### config.mk
export PLATFORM = sky130hd
export DESIGN_NAME = dmem_arbiter_flat
export DESIGN_NICKNAME = d
export VERILOG_FILES = /design/src/rtl/dmem_arbiter_if.sv /design/src/rtl/dmem_arbiter.sv /design/src/flat_wrapper.sv
export SDC_FILE = /design/constraint.sdc
export NUM_CORES = 1
export LEC_CHECK = 0
export ABC_AREA = 1
export BUFFER_PORTS_ARGS = -buffer_cell sky130_fd_sc_hd__buf_2
export CAP_MARGIN = 10
export CORE_MARGIN = 2
export CORE_UTILIZATION = 51
export CTS_CLUSTER_DIAMETER = 120
export DETAILED_ROUTE_END_ITERATION = 7
export PLACE_DENSITY = 0.91
export SLEW_MARGIN = 25
export SYNTH_ARGS = -nofsm -noshare
export SYNTH_HDL_FRONTEND = slang
export SYNTH_SLANG_ARGS = --single-unit
### constraint.sdc
create_clock -name clock -period 2.5 [get_ports clock]
set_input_delay 0.375 -clock clock [delete_from_list [all_inputs] [get_ports clock]]
set_output_delay 0.375 -clock clock [all_outputs]
set_load 0.02 [all_outputs]
### src/rtl/dmem_arbiter_if.sv
// One requester port into the data-memory arbiter. The requester holds req and its
// access fields steady until ack. rdata is valid with ack and stays put afterwards.
interface dmem_arbiter_if #(
  parameter int ADDR_W = 13,
  parameter int DATA_W = 32
);
  logic              req;
  logic              wena;
  logic [1:0]        wbh;
  logic [ADDR_W-1:0] addr;
  logic [DATA_W-1:0] wdata;
  logic              ack;
  logic [DATA_W-1:0] rdata;

  modport master (output req, wena, wbh, addr, wdata, input ack, rdata);
  modport slave  (input req, wena, wbh, addr, wdata, output ack, rdata);
endinterface

### src/rtl/dmem_arbiter.sv
// Shares single-port scdatamem between CPU (m0) and loader/debug (m1). req in IDLE -> mem access next cycle -> ack the cycle after.
// One access per 3 cycles; losers keep req high and wait for a later IDLE; round-robin or m0-fixed priority on ties.
module dmem_arbiter #(
  parameter int ADDR_W     = 13,
  parameter int DATA_W     = 32,
  parameter int FIXED_PRIO = 0
) (
  input  logic              clock,
  input  logic              reset,
  dmem_arbiter_if.slave     m0,
  dmem_arbiter_if.slave     m1,
  output logic              mem_wena,
  output logic [1:0]        mem_wbh,
  output logic [ADDR_W-1:0] mem_addr,
  output logic [DATA_W-1:0] mem_wdata,
  input  logic [DATA_W-1:0] mem_rdata,
  output logic              owner,
  output logic              busy
);

  typedef enum logic [1:0] {
    S_IDLE   = 2'd0,
    S_ACCESS = 2'd1,
    S_RESP   = 2'd2
  } state_t;

  state_t state;
  logic   last_grant;
  logic   any_req;
  logic   winner;

  // With a single requester its own index wins; on a tie the priority rule decides.
  always_comb begin
    any_req = m0.req | m1.req;
    winner  = m1.req;
    if (m0.req && m1.req) begin
      winner = (FIXED_PRIO != 0) ? 1'b0 : ~last_grant;
    end
  end

  // The mem_* registers double as the latched request, so later changes on the
  // requester side never reach the memory during ACCESS or RESP.
  always_ff @(posedge clock or negedge reset) begin
    if (!reset) begin
      state      <= S_IDLE;
      last_grant <= 1'b1;
      owner      <= 1'b0;
      busy       <= 1'b0;
      mem_wena   <= 1'b0;
      mem_wbh    <= '0;
      mem_addr   <= '0;
      mem_wdata  <= '0;
      m0.ack     <= 1'b0;
      m1.ack     <= 1'b0;
      m0.rdata   <= '0;
      m1.rdata   <= '0;
    end else begin
      case (state)
        S_IDLE: begin
          if (any_req) begin
            state      <= S_ACCESS;
            owner      <= winner;
            last_grant <= winner;
            busy       <= 1'b1;
            mem_wena   <= winner ? m1.wena  : m0.wena;
            mem_wbh    <= winner ? m1.wbh   : m0.wbh;
            mem_addr   <= winner ? m1.addr  : m0.addr;
            mem_wdata  <= winner ? m1.wdata : m0.wdata;
          end
        end
        S_ACCESS: begin
          state    <= S_RESP;
          mem_wena <= 1'b0;
          if (!mem_wena) begin
            if (owner) m1.rdata <= mem_rdata;
            else       m0.rdata <= mem_rdata;
          end
          if (owner) m1.ack <= 1'b1;
          else       m0.ack <= 1'b1;
        end
        S_RESP: begin
          state  <= S_IDLE;
          busy   <= 1'b0;
          m0.ack <= 1'b0;
          m1.ack <= 1'b0;
        end
        default: begin
          state  <= S_IDLE;
          busy   <= 1'b0;
          m0.ack <= 1'b0;
          m1.ack <= 1'b0;
        end
      endcase
    end
  end

endmodule

### src/flat_wrapper.sv
// flat-port wrapper written by rule: the top's interface ports become plain ports
module dmem_arbiter_flat 
#(
  parameter int ADDR_W     = 13,
  parameter int DATA_W     = 32,
  parameter int FIXED_PRIO = 0
)
  (clock, reset, mem_wena, mem_wbh, mem_addr, mem_wdata, mem_rdata, owner, busy, m0_req, m0_wena, m0_wbh, m0_addr, m0_wdata, m0_ack, m0_rdata, m1_req, m1_wena, m1_wbh, m1_addr, m1_wdata, m1_ack, m1_rdata);
  dmem_arbiter_if #(.ADDR_W(ADDR_W), .DATA_W(DATA_W)) m0_i ();
  dmem_arbiter_if #(.ADDR_W(ADDR_W), .DATA_W(DATA_W)) m1_i ();
  input  logic clock;
  input  logic reset;
  output logic mem_wena;
  output logic [1:0] mem_wbh;
  output logic [ADDR_W-1:0] mem_addr;
  output logic [DATA_W-1:0] mem_wdata;
  input  logic [DATA_W-1:0] mem_rdata;
  output logic owner;
  output logic busy;
  input wire logic [$bits(m0_i.req)-1:0] m0_req;
  input wire logic [$bits(m0_i.wena)-1:0] m0_wena;
  input wire logic [$bits(m0_i.wbh)-1:0] m0_wbh;
  input wire logic [$bits(m0_i.addr)-1:0] m0_addr;
  input wire logic [$bits(m0_i.wdata)-1:0] m0_wdata;
  output wire logic [$bits(m0_i.ack)-1:0] m0_ack;
  output wire logic [$bits(m0_i.rdata)-1:0] m0_rdata;
  input wire logic [$bits(m1_i.req)-1:0] m1_req;
  input wire logic [$bits(m1_i.wena)-1:0] m1_wena;
  input wire logic [$bits(m1_i.wbh)-1:0] m1_wbh;
  input wire logic [$bits(m1_i.addr)-1:0] m1_addr;
  input wire logic [$bits(m1_i.wdata)-1:0] m1_wdata;
  output wire logic [$bits(m1_i.ack)-1:0] m1_ack;
  output wire logic [$bits(m1_i.rdata)-1:0] m1_rdata;
  assign m0_i.req = m0_req;
  assign m0_i.wena = m0_wena;
  assign m0_i.wbh = m0_wbh;
  assign m0_i.addr = m0_addr;
  assign m0_i.wdata = m0_wdata;
  assign m0_ack = m0_i.ack;
  assign m0_rdata = m0_i.rdata;
  assign m1_i.req = m1_req;
  assign m1_i.wena = m1_wena;
  assign m1_i.wbh = m1_wbh;
  assign m1_i.addr = m1_addr;
  assign m1_i.wdata = m1_wdata;
  assign m1_ack = m1_i.ack;
  assign m1_rdata = m1_i.rdata;
  dmem_arbiter #(.ADDR_W(ADDR_W), .DATA_W(DATA_W), .FIXED_PRIO(FIXED_PRIO)) u_core (.clock(clock), .reset(reset), .m0(m0_i), .m1(m1_i), .mem_wena(mem_wena), .mem_wbh(mem_wbh), .mem_addr(mem_addr), .mem_wdata(mem_wdata), .mem_rdata(mem_rdata), .owner(owner), .busy(busy));
endmodule
==> metrics.md <==
| Metric | Value |
|---|---|
| Post-CTS setup buffers | `0` |
| Cell Pwr Density | `1430 mW/mm^2` |
| Final WL | `15800 microns` |
| Site Rows | `38` |
| Critical Path Fanout Max | `32` |
| Crit path max-delay cell type | `nand2_2` |
| Place WS | `754 ps` |
| Commonest non-fill, non-tap cell in the layout | `nand2_1` |
| DR iter-0 viols | `397` |
| Max VDD drop | `0.000868 V` |
| Root Buffer | `clkbuf_8` |
| Area of the mapped netlist | `0.00553 sq mm` |
| Area leader, netlist | `dfrtp_1` |
| First-pass GRT wire length | `25200 microns` |
| Worst path cell trace | `inv_2 > nand2_2 > inv_2 > nand2_2 > nand2_1 > nand2_1` |
| Max_cap viols | `0` |
| Initial Util | `51.7%` |
| Most frequent cells in the layout | `nand2_1 (280), buf_2 (246), nand3_1 (162)` |
| DP Cell Count | `1074` |
| Top cell type's share of synthesized area | `53.4%` |
| Vias/cell | `5.12` |
| Die H | `108 microns` |
| Crit share post-route | `69.8%` |
| Placed Area | `0.00683 sq mm` |
| DRC | `0` |
| P&R area growth vs syn | `34.8%` |
| Total Power | `10.6 mW` |
| Final #Nets | `1086` |
| Drt pass-1 iters | `5` |
| Max transition margin | `58.4%` |
| Clock Pin Slew Worst Setup and Hold Paths | `60 ps` |
| Std-Cell Core Area | `0.0107 sq mm` |
| CP bufs+invs | `2` |
| Vias in the first global route | `5346` |
| Critical path type | `register to register` |
| Largest cells by area after synthesis | `dfrtp_1 (53%), nand2_1 (19%), nand3_1 (15%)` |
| Min-Delay Path Class | `input port to register` |
| Layout cells sized above 1 | `31.2%` |
| Lkg Pwr | `4.55 nW` |
| DP Wirelength | `10800 microns` |
| N_diodes | `0` |
| Setup WS post-layout | `755 ps` |
| Crit path DAT | `2140 ps` |
| Total Routing Usage GR | `27.9%` |
| Yosys reg bits | `119` |
| RSZ-0062 raised after global routing | `false` |
| Worst path required time | `2890 ps` |
| Final ANT Viol Nets | `0` |
| Final Util | `69.7%` |
| Final min period | `1750 ps` |
| Fill cells | `853` |
| Netlist cell types | `17` |
| CTS tree | `yes` |
| Worst Skew | `10.9 ps` |
| I/O pin count | `248` |
| CTS Hold Bufs | `1` |
| Worst skew pair latency | `520 ps` |
| TNS Setup | `0 ps` |
| Fin cells | `1107` |
| Seq/Total Area, Yosys | `53.9%` |
| PortBufs | `247` |
| Largest net degree at the start of global routing | `54` |
| Final Hold Vio Count | `0` |
| Status | `completed` |
| Grt ovf | `0` |
| Synthesized net count | `850` |
| RD Place Congestion | `0.830` |
| Post-CTS sizing | `0` |
| CP endpoint kind | `register` |
| Finished Cell Area | `0.00746 sq mm` |
| Max incr delay on CP | `450 ps` |
| Die Width | `108 microns` |
| DIE AREA | `0.0117 sq mm` |
| # setup viols final | `0` |
| Synth Instances | `718` |
| Top delay family on crit path | `simple AND/OR/NAND/NOR gates` |
| Total CTS buffers | `17` |
| Number of H-tree levels | `4` |
| Mean cell area of the mapped netlist | `7.70 sq um` |
| Vias | `5666` |
| Clock tree sinks | `119` |
| Drt wl/cell | `14.3 microns` |
| Max Fclk | `0.573 GHz` |
| Worst-case clock buffer depth | `2` |
| Crit path launch type | `register` |
| Pins over their slew limit | `0` |
| Initial antenna violation count | `0` |
| Worst slew pin tran | `622 ps` |
| Hold WS | `108 ps` |
| Syn. warnings | `0` |
## registers in the layout, summed over array words and instances (netlist names)
| signal | count |
|---|---|
| u_core.mem_wdata | 32 |
| u_core.busy | 1 |
| u_core.mem_addr | 13 |
| u_core.m1.ack | 1 |
| u_core.last_grant | 1 |
| u_core.m0.ack | 1 |
| u_core.state | 2 |
| u_core.owner | 1 |
| u_core.m1.rdata | 32 |
| u_core.mem_wbh | 2 |
| u_core.mem_wena | 1 |
| u_core.m0.rdata | 32 |
## kinds of logic (layout without fill, tap and decap cells)
kind of cell	after synthesis	after routing	share of synthesized area [%]
flip-flops	119	119	53.9
AND/OR/NAND/NOR	450	450	34.6
AO/OA/AOI/OAI	4	4	0.430
buffers and inverters	145	394	11.1
## tightest hold or removal path, delay by kind of cell
family	cells	cell delay (ps)
AND/OR/NAND/NOR	2	130
buffers and inverters	1	90
## cells in the mapped netlist
cell type / count
o21ai_0: 3
dfstp_2: 1
buf_1: 1
buf_6: 3
dfrtp_1: 118
inv_2: 3
nor2_1: 2
o21ai_2: 1
nor2_2: 2
nor2_4: 1
buf_2: 29
nand2_1: 280
nand2_2: 3
inv_1: 98
clkbuf_1: 8
buf_4: 3
nand3_1: 162
## area by class of cell
type / instances / area [sq um] / area share, %
timing repair buffer: 261 / 1360 / 18.2
inverter: 101 / 379 / 5.08
clock inverter: 10 / 143 / 1.91
clock buffer: 22 / 473 / 6.34
multi-input combinational: 454 / 1950 / 26.1
sequential: 119 / 2980 / 40.0
tap: 140 / 175 / 2.35
## report_power, final
part           switching, mW  leakage [nW]  internal [mW]
Clock                  0.874         0.290           1.63
Combinational           3.23          2.81           1.42
Sequential             0.573          1.45           2.91
Total                   4.68          4.55           5.95
## metal layers
layer	GRT usage, %	up-vias	wire length [microns]
li1	-	2670	-
met1	34.5	2616	6250
met2	45.7	330	7680
met3	6.75	50	1460
met4	13.9	0	416
met5	0	-	0
## final timing paths
| check | cells after the start | endpoint | from | slack, ps |
|---|---|---|---|---|
| worst max-delay path | 6 | u_core.m0.rdata[17] | u_core.state[1] | 750 |
| worst min-delay path | 3 | u_core.m0.rdata[7] | mem_rdata[7] | 110 |
| worst max register to register | 6 | u_core.m0.rdata[17] | u_core.state[1] | 750 |
| worst min register to register | 2 | u_core.m1.rdata[27] | u_core.m1.rdata[27] | 470 |
| max in group asynchronous | 3 | u_core.mem_addr[2] | reset | 1350 |
| min in group asynchronous | 2 | u_core.m0.rdata[4] | reset | 360 |
Power figures use the tool's default switching activity.
